**src/rtl/imem_loader_pkg.sv**
```systemverilog
// Shared definitions for the instruction-memory loader and the memory write model:
// state encoding and the byte order used when packing host bytes into words.
package imem_loader_pkg;

    typedef enum logic [1:0] {
        IDLE  = 2'd0,
        RECV  = 2'd1,
        WRITE = 2'd2,
        DONE  = 2'd3
    } state_t;

    // Instruction words are big-endian: the first byte received is the MSB.
    localparam logic BIG_ENDIAN = 1'b1;

    function automatic logic [4:0] lane_shift(input logic [1:0] idx);
        logic [4:0] sh;
        if (BIG_ENDIAN) begin
            sh = {~idx, 3'b000};
        end else begin
            sh = {idx, 3'b000};
        end
        return sh;
    endfunction

    function automatic logic [31:0] insert_byte(input logic [31:0] word,
                                                input logic [1:0]  idx,
                                                input logic [7:0]  data);
        logic [4:0] sh;
        sh = lane_shift(idx);
        return (word & ~(32'h0000_00FF << sh)) | ({24'h00_0000, data} << sh);
    endfunction

endpackage

```
**src/rtl/byte_assembler.sv**
```systemverilog
// Packs accepted host bytes into a 32-bit instruction word and flags when
// the fourth byte of the word has landed.
module byte_assembler
    import imem_loader_pkg::*;
(
    input  logic        clk,
    input  logic        reset,
    input  logic        clear,
    input  logic        accept,
    input  logic        consume,
    input  logic [7:0]  byte_in,
    output logic [31:0] word,
    output logic        last_byte,
    output logic        word_full
);

    logic [1:0]  idx_r;
    logic [31:0] word_r;
    logic        word_full_r;

    // Byte index, word register and full flag; clear restarts a load.
    always_ff @(posedge clk or negedge reset) begin
        if (!reset) begin
            idx_r       <= 2'd0;
            word_r      <= 32'h0000_0000;
            word_full_r <= 1'b0;
        end else if (clear) begin
            idx_r       <= 2'd0;
            word_r      <= 32'h0000_0000;
            word_full_r <= 1'b0;
        end else begin
            if (accept) begin
                word_r <= insert_byte(word_r, idx_r, byte_in);
                idx_r  <= idx_r + 2'd1;
            end
            if (accept && (idx_r == 2'd3)) begin
                word_full_r <= 1'b1;
            end else if (consume) begin
                word_full_r <= 1'b0;
            end
        end
    end

    assign word      = word_r;
    assign last_byte = (idx_r == 2'd3);
    assign word_full = word_full_r;

endmodule

```
**src/rtl/imem_loader.sv**
```systemverilog
// Boot loader: assembles a host byte stream into big-endian words, writes them
// to instruction memory and holds the fetch pipeline until the load completes.
module imem_loader
    import imem_loader_pkg::*;
#(
    parameter int                ADDR_W    = 8,
    parameter logic [ADDR_W-1:0] BASE_ADDR = {ADDR_W{1'b0}}
) (
    input  logic              clk,
    input  logic              reset,
    input  logic              start,
    input  logic [ADDR_W-3:0] word_count,
    input  logic              in_valid,
    input  logic [7:0]        in_data,
    output logic              in_ready,
    output logic              mem_we,
    output logic [ADDR_W-1:0] mem_addr,
    output logic [31:0]       mem_wdata,
    output logic              pc_hold,
    output logic              busy,
    output logic              done,
    output logic [7:0]        checksum
);

    localparam int                CNT_W    = ADDR_W - 2;
    localparam logic [CNT_W-1:0]  CNT_ZERO = {CNT_W{1'b0}};
    localparam logic [CNT_W-1:0]  CNT_ONE  = CNT_W'(1'b1);
    localparam logic [ADDR_W-1:0] ADDR_STEP = ADDR_W'(3'd4);

    state_t            state_r;
    state_t            state_next_s;
    logic [CNT_W-1:0]  remaining_r;
    logic [CNT_W-1:0]  remaining_next_s;
    logic [ADDR_W-1:0] addr_r;
    logic [ADDR_W-1:0] addr_next_s;
    logic [7:0]        checksum_r;
    logic [7:0]        checksum_next_s;
    logic              in_ready_r;
    logic              mem_we_r;
    logic              busy_r;
    logic              done_r;

    logic              accept_s;
    logic              clear_s;
    logic              consume_s;
    logic              last_byte_s;
    logic              word_full_s;
    logic [31:0]       word_s;

    assign accept_s  = in_valid && in_ready_r && (state_r == RECV);
    assign clear_s   = (state_r == IDLE) && start;
    assign consume_s = (state_r == WRITE);

    byte_assembler u_byte_assembler (
        .clk       (clk),
        .reset     (reset),
        .clear     (clear_s),
        .accept    (accept_s),
        .consume   (consume_s),
        .byte_in   (in_data),
        .word      (word_s),
        .last_byte (last_byte_s),
        .word_full (word_full_s)
    );

    // Next-state, remaining count, address and checksum.
    always_comb begin
        state_next_s     = state_r;
        remaining_next_s = remaining_r;
        addr_next_s      = addr_r;
        checksum_next_s  = checksum_r;
        case (state_r)
            IDLE: begin
                if (start) begin
                    checksum_next_s = 8'h00;
                    addr_next_s     = BASE_ADDR;
                    if (word_count != CNT_ZERO) begin
                        remaining_next_s = word_count;
                        state_next_s     = RECV;
                    end else begin
                        remaining_next_s = CNT_ZERO;
                        state_next_s     = DONE;
                    end
                end else begin
                    state_next_s = IDLE;
                end
            end
            RECV: begin
                if (accept_s) begin
                    checksum_next_s = checksum_r + in_data;
                    if (last_byte_s) begin
                        state_next_s = WRITE;
                    end else begin
                        state_next_s = RECV;
                    end
                end else begin
                    state_next_s = RECV;
                end
            end
            WRITE: begin
                // A WRITE without a complete word means corrupted state: end the load.
                if (word_full_s) begin
                    remaining_next_s = remaining_r - CNT_ONE;
                    addr_next_s      = addr_r + ADDR_STEP;
                    if (remaining_r != CNT_ONE) begin
                        state_next_s = RECV;
                    end else begin
                        state_next_s = DONE;
                    end
                end else begin
                    state_next_s = DONE;
                end
            end
            DONE: begin
                state_next_s = IDLE;
            end
            default: begin
                state_next_s = IDLE;
            end
        endcase
    end

    // State, counters and the registered output strobes decoded from the next state.
    always_ff @(posedge clk or negedge reset) begin
        if (!reset) begin
            state_r     <= IDLE;
            remaining_r <= CNT_ZERO;
            addr_r      <= BASE_ADDR;
            checksum_r  <= 8'h00;
            in_ready_r  <= 1'b0;
            mem_we_r    <= 1'b0;
            busy_r      <= 1'b0;
            done_r      <= 1'b0;
        end else begin
            state_r     <= state_next_s;
            remaining_r <= remaining_next_s;
            addr_r      <= addr_next_s;
            checksum_r  <= checksum_next_s;
            in_ready_r  <= (state_next_s == RECV);
            mem_we_r    <= (state_next_s == WRITE);
            busy_r      <= (state_next_s != IDLE);
            done_r      <= (state_next_s == DONE);
        end
    end

    assign in_ready  = in_ready_r;
    assign mem_we    = mem_we_r;
    assign mem_addr  = addr_r;
    assign mem_wdata = word_s;
    assign pc_hold   = busy_r;
    assign busy      = busy_r;
    assign done      = done_r;
    assign checksum  = checksum_r;

endmodule
```
**config.mk**
```make
export PLATFORM = sky130hd
export DESIGN_NAME = imem_loader
export DESIGN_NICKNAME = d
export VERILOG_FILES = /design/src/rtl/imem_loader_pkg.sv /design/src/rtl/byte_assembler.sv /design/src/rtl/imem_loader.sv
export SDC_FILE = /design/constraint.sdc
export NUM_CORES = 1
export LEC_CHECK = 0
export BUFFER_PORTS_ARGS = -buffer_cell sky130_fd_sc_hd__buf_2
export CORE_MARGIN = 1.5
export CORE_UTILIZATION = 57
export CTS_BUF_LIST = sky130_fd_sc_hd__clkbuf_16
export CTS_CLUSTER_SIZE = 12
export DETAILED_ROUTE_END_ITERATION = 16
export HOLD_SLACK_MARGIN = 0.02
export PLACE_DENSITY = 0.81
export SETUP_SLACK_MARGIN = 0.5
export SKIP_CTS_REPAIR_TIMING = 1
export SYNTH_ARGS = -nofsm -noshare
export SYNTH_HDL_FRONTEND = slang
export SYNTH_SLANG_ARGS = --single-unit
```
**constraint.sdc**
```tcl
create_clock -name clk -period 5.7 [get_ports clk]
set_input_delay 0.855 -clock clk [delete_from_list [all_inputs] [get_ports clk]]
set_output_delay 0.855 -clock clk [all_outputs]
set_load 0.01 [all_outputs]
```
-- Yosys cells after proc, flatten, opt, wreduce, memory -nomap -nowiden
Index checks and enable logic that the tools add are counted.
- multiplexer cells: 25
- equal/unequal tests: 11
- reduce and logical (&&, ||, !) cells: 13
- bitwise gates (word level): 4
- shift operators: 2
- add/sub/neg operators: 4
- operators by type and width (cell ; count):
    32-bit 2-to-1 mux ; 2
    32-bit bitwise AND ; 1
    32-bit NOT ; 1
    32-bit OR ; 1
    8-bit one-hot mux with 2 select lines ; 2
    8-bit by 5-bit << shifter with 32-bit output ; 1
    8-bit by 5-bit << shifter with 32-bit output, first input constant ; 1
    8-bit 2-to-1 mux ; 3
    6-bit 2-to-1 mux ; 3
    2-bit 2-to-1 mux ; 8
    6-bit one-hot mux with 2 select lines ; 1
    2-bit equality test, second input constant ; 5
    5-bit 2-to-1 mux ; 2
    8-bit by 3-bit adder with 8-bit output, second input constant ; 1
    8-bit adder ; 1
    2-bit one-hot mux with 4 select lines ; 1
    2-bit nonzero test ; 4
    6-bit by 1-bit inequality test with 1-bit output, second input constant ; 1
    3-bit AND reduction ; 2
    6-bit nonzero test ; 1
    6-bit by 1-bit subtractor with 6-bit output, second input constant ; 1
    2-bit by 1-bit equality test with 1-bit output, second input constant ; 2
    1-bit logical AND ; 4
    2-bit by 1-bit inequality test with 1-bit output, second input constant ; 2
    other kinds (6) ; 8
- register bits after elaboration: 63
- logic and storage cells: 70

-- Longest topological paths before layout
- depth after elaboration: 10
- mapped depth: 7
- depth with buffers taken out: 7

-- Modules after synthesis
From an unflattened synthesis, not the netlist that was laid out.
- cells, all modules: 258
- area total of the unflattened synthesis: 2876.5 um2
- by module, submodules not included (module ; cells an instance ; seq. area each (um2) ; instances ; area an instance (um2)):
    imem_loader ; 164 ; 650.6 ; 1 ; 1505.2
    byte_assembler ; 94 ; 875.8 ; 1 ; 1371.3

-- Worst setup path after synthesis
Ideal clock, no wire load.
- path type: input to register
- start point: in in_data[0]
- end point: reg checksum_r[6] (netlist: checksum[6])
- cell stages on the path: 7
- data arrival time: 2.236 ns
- path slack: 3.337 ns
- cell sequence: ha_1 > fa_1 > a21o_1 > a21o_1 > a21oi_1 > mux2i_1 > nand3_1
- cells in the longest elaborated chain, start to end: 3
- RTL lines (element ; RTL line ; RTL):
    start: declaration ; imem_loader.sv:14 ; input logic [7:0] in_data,
    8-bit adder ; imem_loader.sv:90 ; checksum_next_s = checksum_r + in_data;
    8-bit 2-to-1 mux ; imem_loader.sv:89 ; if (accept_s) begin
    8-bit one-hot mux with 2 select lines ; imem_loader.sv:72 ; case (state_r)
    end signal: assignment ; imem_loader.sv:138 ; checksum_r <= checksum_next_s;
    end: declaration ; imem_loader.sv:36 ; logic [7:0] checksum_r;
No other way between the ends. The select of a mux whose other input is x is not followed.
A chain may end at the register's enable or synchronous reset.

-- Final worst setup path
- start point: in in_data[1]
- end point: reg checksum_r[7] (netlist: checksum[7])
The elaborated chain is that of the path after synthesis.

==> out/metrics.cfg <==
[cells_and_area]
finalNetCount=369
register_area_um2=1526
syn_to_final_growth_pct=23.86
final_core_util=0.7496
fillers=346
antenna_cells=0
drive_gt1_frac=0.2698
fin_cells=408
multi_input_area_um2=1309

[yosys]
synthArstFlopShare=1.000
synth_flop_cell=dfrtp_1
synth_area_per_cell_um2=11.08
yosysTopAreaCell=dfrtp_1
synth_area_leaders=dfrtp_1 (52%), a22o_1 (9.9%), ha_1 (6.0%), nand2_1 (3.6%), a21oi_1 (2.6%)
synth_common_cells=dfrtp_1 (61), a22o_1 (33), nand2_1 (28)
synth_warnings=0
synth.distinct_cells=40
synth_edf_count=0
ys_seq_elements=61
seq_area_frac_synth=0.5236
yosysMostFrequentCell=dfrtp_1
synth_top_area_frac=0.5236
synth_area_um2=2915
syn_inst=263

[sta]
finalSetupTns_ps=0
fmax_mhz=404.7
slew_viol_final=0
rsz0062_at_grt=false
fin_crit_sh=0.4335
holdWs_ps=490.1
finClkSkew_ps=5.133
post-route-min-period_ps=2471
hold_violations=0
finalSetupViolCount=0
relSlewSlack=0.4373
tightest_slew_ps=842.3

[hold_path]
hold_path.class=reg2reg

[clock_tree]
cts_buffers=9
clockRootBuffer=clkbuf_16
clockBufferDepth=2
cts_tree=done
cts_max_level=3
clk_pin_slew_ps=50
clk_latency_ps=330
clock_sinks=61

[global_route]
grt_pass1_wl_um=11150
grt_usage=0.2747
antenna_found_initial=0
grt_pass1_vias=2348
grt_overflow=0
grt_max_degree=62

[worst_setup_path]
rr_startpoint=checksum[1]$_DFFE_PN0P_
reg2reg_depth=6
worstPathMaxFanout=6
required_ps=5890
cp_slowest_stage_delay_ps=430
worst-endpoint-arrival_ps=2660
cp-end-kind=register
cp_slowest_cell=a211oi_1
r2r_slack_ps=3480
endpoint=checksum[7]$_DFFE_PN0P_
r2r-end=checksum[7]$_DFFE_PN0P_
crit_start=in_data[1]
path_class=in2reg
crit_path_start_kind=input pin
crit_chain=buf_2 -> ha_1 -> a211oi_1 -> nor3_1 -> o31ai_1 -> xor2_1 -> o211ai_1

[status]
status=complete, no violations

[flow_run]
timing.max_cap.violations=0

[placement]
dp_cells=392
gp_congestion=0.8520
dp_hpwl_um=4569
portBuffers=68

[pwr]
p_int_w=0.001174
power_density_nw_per_um2=506.3
sw_frac_of_total=0.3577
p_leak_nw=1.900
pwr-share-seq=0.361
p_sw_w=0.0006538
combPwrFrac=0.333
total_power_w=0.001828
clock_power_share=0.306
vdd_drop_max_uv=289.7

[routing]
drc=0
drt_iter0_markers=165
first_pass_iters=4
avgViaCountPerCell=5.850
wl_per_cell_um=17.00
wl_um=6934
dr_total_vias=2387
ant_nets=0

[die]
start_util=0.6052
die_h_um=74.52
ioPinCount=71
die_x_um=74.52
core_area_um2=4817
die_area_um2=5552
rows=25

-- worst min-delay path by stage --
| stage | depth (start not counted) | slack [ps] | end | from |
|---|---|---|---|---|
| 6_report | 1 | 490 | u_byte_assembler.word[22]$_DFFE_PN0P_ | u_byte_assembler.word[22]$_DFFE_PN0P_ |
| 5_1_grt | 1 | 510 | u_byte_assembler.word[10]$_DFFE_PN0P_ | u_byte_assembler.word[10]$_DFFE_PN0P_ |
| 4_1_cts | 1 | 490 | u_byte_assembler.word[19]$_DFFE_PN0P_ | u_byte_assembler.word[19]$_DFFE_PN0P_ |
| 3_3_place_gp | 1 | 480 | u_byte_assembler.word[16]$_DFFE_PN0P_ | u_byte_assembler.word[16]$_DFFE_PN0P_ |
| 2_1_floorplan | 2 | 520 | remaining_r[5]$_DFFE_PN0P_ | remaining_r[5]$_DFFE_PN0P_ |
| 3_5_place_dp | 1 | 480 | u_byte_assembler.word[13]$_DFFE_PN0P_ | u_byte_assembler.word[13]$_DFFE_PN0P_ |
-- routing by layer --
layer	track usage	part of all wire	vias to the layer above	routed length, µm
li1	-	-	1114	-
met1	0.3558	0.45	1170	3123
met2	0.4147	0.46	84	3222
met3	0.06504	0.055	19	383
met4	0.1778	0.029	0	204
met5	0	0	-	0
-- registers in the layout, indices dropped and copies added, names as in the netlist --
| register | cells |
|---|---|
| mem_addr | 6 |
| remaining_r | 6 |
| u_byte_assembler.word_full | 1 |
| state_r | 2 |
| in_ready | 1 |
| u_byte_assembler.idx_r | 2 |
| busy | 1 |
| done | 1 |
| checksum | 8 |
| u_byte_assembler.word | 32 |
| mem_we | 1 |
-- stage by stage --
step                      worst slack (ps)  area (µm²)
after floorplan                       3337        2919
after global placement                3127        3304
after detailed placement              3024        3304
after CTS                             3260        3611
after global routing                  3163        3611
final                                 3229        3611
-- power by group through the flow --
| stage | Sequential, W | Combinational (W) | Clock, W |
|---|---|---|---|
| floorplan | 0.000687 | 0.000367 | 0 |
| global placement | 0.000659 | 0.000570 | 0 |
| detailed placement | 0.000660 | 0.000592 | 0 |
| CTS | 0.000658 | 0.000608 | 0.000563 |
| global route | 0.000676 | 0.000673 | 0.000585 |
| finish | 0.000660 | 0.000608 | 0.000560 |
-- cells in the final DEF, fill, tap and decap left out, types with 3 or more instances in the layout --
master / netlist / final
nor3_1: 4 / 4
o21ai_0: 15 / 15
nand2b_1: 4 / 4
a21o_1: 4 / 4
dfrtp_1: 61 / 61
clkbuf_16: 0 / 9
a22o_1: 33 / 33
nor3b_1: 4 / 4
xor2_1: 7 / 7
nor2_1: 13 / 13
buf_2: 4 / 68
nor3_4: 4 / 4
nand2_1: 28 / 28
inv_1: 8 / 9
a211oi_1: 4 / 4
a21oi_1: 15 / 15
a21oi_2: 3 / 3
o31ai_1: 3 / 3
nand3_1: 5 / 5
ha_1: 14 / 14
nor2b_1: 3 / 3
-- critical path, delay by kind of cell --
family / cells / cell delay, ps
and+or+nand+nor: 1 / 190
xor gates and xnor gates: 1 / 240
buffers and inverters: 1 / 150
AOI/OAI and AO/OA: 3 / 880
adders and majority gates: 1 / 350
-- layout make-up --
cell class              instances  area share
clock buffers                   9     0.06237
clock inverters                 7     0.02252
inverters                       8    0.008316
multi-input cells             186      0.3624
flip-flops and latches         61      0.4227
well taps                      67     0.02322
repair buffers                 70     0.09841
-- kinds of logic (layout without fill, tap and decap cells) --
group,after synthesis,after routing,share of synthesized area
other cells,1,2,0.001286
flops,61,61,0.5236
simple gates,75,75,0.1429
compound gates,85,85,0.2090
fa+ha+maj,15,15,0.06695
xor+xnor,8,8,0.02404
mux,1,1,0.003434
buf+inv,17,94,0.02876
No activity file was read; power rests on OpenSTA's default activity.
